==> src/rtl/bcd_to_bin_pkg.sv <==
// Shared definitions for the BCD-to-binary converter: FSM encoding and
// the constants of the reverse double-dabble algorithm.
package bcd_to_bin_pkg;

  typedef enum logic [1:0] {
    IDLE = 2'd0,
    CONV = 2'd1,
    DONE = 2'd2
  } state_t;

  localparam int ITERATIONS    = 8;
  localparam int DIGIT_MAX     = 9;
  localparam int ADJ_THRESHOLD = 8;

endpackage

==> src/rtl/bcd_digit_adj.sv <==
// Per-digit correction step of reverse double-dabble: a BCD digit that
// reaches 8 after the right shift is brought back into range by subtracting 3.
module bcd_digit_adj
  import bcd_to_bin_pkg::*;
(
  input  logic [3:0] din,
  output logic [3:0] dout
);

  assign dout = (din >= 4'(ADJ_THRESHOLD)) ? (din - 4'd3) : din;

endmodule

==> src/rtl/bcd_to_bin.sv <==
// Two-digit BCD to 8-bit binary converter using reverse double-dabble,
// one shift/adjust iteration per clock with fixed latency.
module bcd_to_bin
  import bcd_to_bin_pkg::*;
(
  input  logic       clk,
  input  logic       rst_n,
  input  logic       start,
  input  logic [3:0] tens,
  input  logic [3:0] ones,
  output logic       busy,
  output logic       valid,
  output logic [7:0] binary,
  output logic       err
);

  state_t      state;
  state_t      state_next;
  logic [15:0] work;
  logic [15:0] shifted;
  logic [15:0] work_next;
  logic [3:0]  cnt;
  logic [3:0]  tens_adj;
  logic [3:0]  ones_adj;
  logic        digit_bad;
  logic        last_iter;
  logic        shift_out_unused;

  // Work register is {bcd tens, bcd ones, bin}; the bit shifted out is dropped.
  assign shifted          = {1'b0, work[15:1]};
  assign shift_out_unused = work[0];
  assign last_iter        = (cnt == 4'(ITERATIONS - 1));

  bcd_digit_adj u_adj_tens (
    .din  (shifted[15:12]),
    .dout (tens_adj)
  );

  bcd_digit_adj u_adj_ones (
    .din  (shifted[11:8]),
    .dout (ones_adj)
  );

  assign work_next = {tens_adj, ones_adj, shifted[7:0]};

  always_ff @(posedge clk or negedge rst_n) begin
    if (!rst_n) begin
      state <= IDLE;
    end else begin
      state <= state_next;
    end
  end

  always_comb begin
    state_next = state;
    case (state)
      IDLE:    if (start) state_next = CONV;
      CONV:    if (last_iter) state_next = DONE;
      DONE:    state_next = IDLE;
      default: state_next = IDLE;
    endcase
  end

  // busy/valid are registered copies of the next state so every output is a flop.
  always_ff @(posedge clk or negedge rst_n) begin
    if (!rst_n) begin
      work      <= '0;
      cnt       <= '0;
      digit_bad <= 1'b0;
      busy      <= 1'b0;
      valid     <= 1'b0;
      binary    <= '0;
      err       <= 1'b0;
    end else begin
      busy  <= (state_next == CONV);
      valid <= (state_next == DONE);
      case (state)
        IDLE: begin
          if (start) begin
            work      <= {tens, ones, 8'h00};
            cnt       <= '0;
            digit_bad <= (tens > 4'(DIGIT_MAX)) || (ones > 4'(DIGIT_MAX));
          end
        end
        CONV: begin
          work <= work_next;
          cnt  <= cnt + 4'd1;
          if (last_iter) begin
            binary <= digit_bad ? 8'd0 : work_next[7:0];
            err    <= digit_bad;
          end
        end
        default: ;
      endcase
    end
  end

endmodule

==> config.mk <==
export PLATFORM = sky130hd
export DESIGN_NAME = bcd_to_bin
export DESIGN_NICKNAME = d
export VERILOG_FILES = /design/src/rtl/bcd_to_bin_pkg.sv /design/src/rtl/bcd_digit_adj.sv /design/src/rtl/bcd_to_bin.sv
export SDC_FILE = /design/constraint.sdc
export NUM_CORES = 1
export LEC_CHECK = 0
export BUFFER_PORTS_ARGS = -buffer_cell sky130_fd_sc_hd__buf_2
export CAP_MARGIN = 10
export CORE_ASPECT_RATIO = 2
export CORE_MARGIN = 2
export CORE_UTILIZATION = 29
export CTS_BUF_LIST = sky130_fd_sc_hd__clkbuf_16
export DETAILED_ROUTE_END_ITERATION = 8
export PLACE_DENSITY_LB_ADDON = 0.3
export SYNTH_ARGS = -nofsm -noshare
export SYNTH_HDL_FRONTEND = slang
export SYNTH_SLANG_ARGS = --single-unit
==> constraint.sdc <==
create_clock -name clk -period 1.95 [get_ports clk]
set_clock_uncertainty 0.05 [all_clocks]
set_input_delay 0.585 -clock clk [delete_from_list [all_inputs] [get_ports clk]]
set_output_delay 0.585 -clock clk [all_outputs]
set_load 0.01 [all_outputs]
==> metrics.cfg <==
[synth]
ys_async_sr_fraction=1.00
synth_top_area_cell=dfrtp_1
seq_area_frac_synth=0.557
avgSynthCellArea_sq_um=11.8
synth_common_cells=dfrtp_1, nor2b_1, mux2_2, nand2_1, a22o_1
yosys_warnings=0
netlist_area_sq_um=1480
syn_inst=126
synthFlopType=dfrtp_1
syn-num-nets=140
synth.top_cell.area_share=0.557
synth-edff-count=0
ys_top_cells_by_area=dfrtp_1, mux2_2, a22o_1, nor2b_1, ha_1
synth_cell_type_count=32
synth_seq_cells=33
synth_most_common_cell=dfrtp_1

[sta]
finalSetupTns_ps=0
fmax_mhz=582
min_period_ps=1720
fin_crit_sh=0.881
setup_viol=0
finalHoldWorstSlack_ps=194
finalHoldViolations=0
worst_slew_pin_slew_ps=497
slew_violations=0
rsz0062_at_grt=no
max_slew_margin=0.668

[finish]
seq_area_sq_um=826
nFillCells=488
multi_input_area_sq_um=598
nets=169
n_antenna_cell=0
drive_gt1_frac=0.301
area_delta_synth_final_pct=23.5
finalNonFillerCells=213

[clock_network]
clk_pin_slew_ps=50
cts_buffer_depth=2
cts_resized=0
cts.sinks=33
h-tree-depth=2
cts_tree=done
clk_latency_ps=270
holdBufCountCts=0
cts-buffers-inserted=5
cts_root_buf=clkbuf_16
post_cts_buffers=0

[setup_path]
crit_required_ps=2050
critPathLaunchType=flip-flop
crit_arrival_ps=1820
crit_type=flip-flop to flip-flop
critPathCaptureType=flip-flop
worstPathMaxFanout=10

[drt]
drc=0
drt-pass1-iter-count=4
via_count=1093
drt_wl_total_mm=3.19
wl_per_cell_um=15.0
postRouteAntennaNets=0
drt-initial-drc-count=15
post_drt_via_cell_ratio=5.13

[global_route]
grt_max_degree=20
grt_pass1_wl_mm=5.52
grt_pass1_vias=1162
grt_antenna_before_repair=0
grt_overflow=0
grt_usage=0.132

[floorplanning]
die-area_sq_um=5740
die_w_um=54.6
pin_count=22
die_height_um=105
rows=36
core_sq_um=4910
initial_core_util=0.302

[power]
leakage_nw=0.852
vdd_drop_max_mv=1.20
total_power_w=0.00272
p_per_area_nw_per_um2=1490

[placement]
dp_hpwl_mm=2.51
port_buffers=21
place_congestion=0.792
dp_cells=205

[run_status]
status=finished clean

[run]
max_cap_viol_count=0

[min_path]
holdCritPathClass=input port to asynchronous set/reset pin

stage by stage:
step / worst slack (ps) / utilization / area, sq um
after global placement: 293 / 0.345 / 1690
after CTS: 194 / 0.373 / 1830
final: 232 / 0.373 / 1830
after floorplan: 436 / - / 1480
after global routing: 113 / 0.373 / 1830
after detailed placement: 209 / 0.345 / 1690
cell usage in the layout, fill, tap and decap left out, types with 2 or more instances in the layout:
cell / count
a21oi_1: 3
nor2_1: 4
dfrtp_1: 33
a22o_1: 8
o221ai_1: 2
buf_2: 21
buf_4: 6
clkinv_2: 2
nor2b_1: 11
nand2_1: 9
o21ai_0: 7
a31oi_1: 3
ha_1: 3
mux2i_1: 2
xnor2_1: 2
a22oi_1: 3
mux2_2: 9
inv_1: 8
clkbuf_16: 5
power breakdown:
part / switching (W) / leakage (nW) / total (W) / internal, W
combinational: 0.000424 / 0.353 / 0.000860 / 0.000436
sequential: 0.000213 / 0.424 / 0.00115 / 0.000936
clock: 0.000251 / 0.0748 / 0.000713 / 0.000462
total: 0.000888 / 0.852 / 0.00272 / 0.00183
state kept, by name (all words and copies together), names as in the netlist:
register,count
err,1
cnt,4
work,15
binary,8
valid,1
state,2
busy,1
digit_bad,1
layer usage:
layer	up-vias	GRT usage	wire, um
li1	510	-	-
met1	551	0.140	1110
met2	26	0.237	1890
met3	6	0.0214	108
met4	0	0.0607	84
met5	-	0	0
critical path, stage by stage (launching register included):
cell and delay (ps):
dfrtp_1 400, ha_1 210, nand2_1 130, nor3_4 420, mux2_2 390
logic make-up (layout without fill, tap and decap cells):
kind of cell | after synthesis | count (layout) | share of synthesized area
muxes | 11 | 11 | 0.0819
buffers and inverters | 13 | 43 | 0.0397
AOI/OAI and AO/OA | 33 | 33 | 0.163
DFF | 33 | 33 | 0.557
xor gates and xnor gates | 2 | 2 | 0.0118
and+or+nand+nor | 31 | 31 | 0.122
adders and majority gates | 3 | 3 | 0.0253
path summary, 6_finish.rpt:
path | slack [ps] | from | depth (start not counted) | end
hold reg to reg | 450 | work[1]$_DFFE_PN0P_ | 1 | work[1]$_DFFE_PN0P_
min in group clk | 450 | work[1]$_DFFE_PN0P_ | 1 | work[1]$_DFFE_PN0P_
hold / removal | 190 | rst_n | 1 | work[10]$_DFFE_PN0P_
setup reg to reg | 230 | cnt[0]$_DFFE_PN0P_ | 4 | binary[6]$_DFFE_PN0P_
setup / recovery | 230 | cnt[0]$_DFFE_PN0P_ | 4 | binary[6]$_DFFE_PN0P_
max in group asynchronous | 1220 | rst_n | 2 | state[1]$_DFF_PN0_
cell type report:
cell class / instances / share of cell area
clock buffer: 5 / 0.0684
clock inverter: 3 / 0.00752
inverter: 7 / 0.0144
multi-input combinational: 80 / 0.327
sequential: 33 / 0.451
tap: 57 / 0.0390
timing repair buffer: 28 / 0.0930
Power figures use the tool's default switching activity.
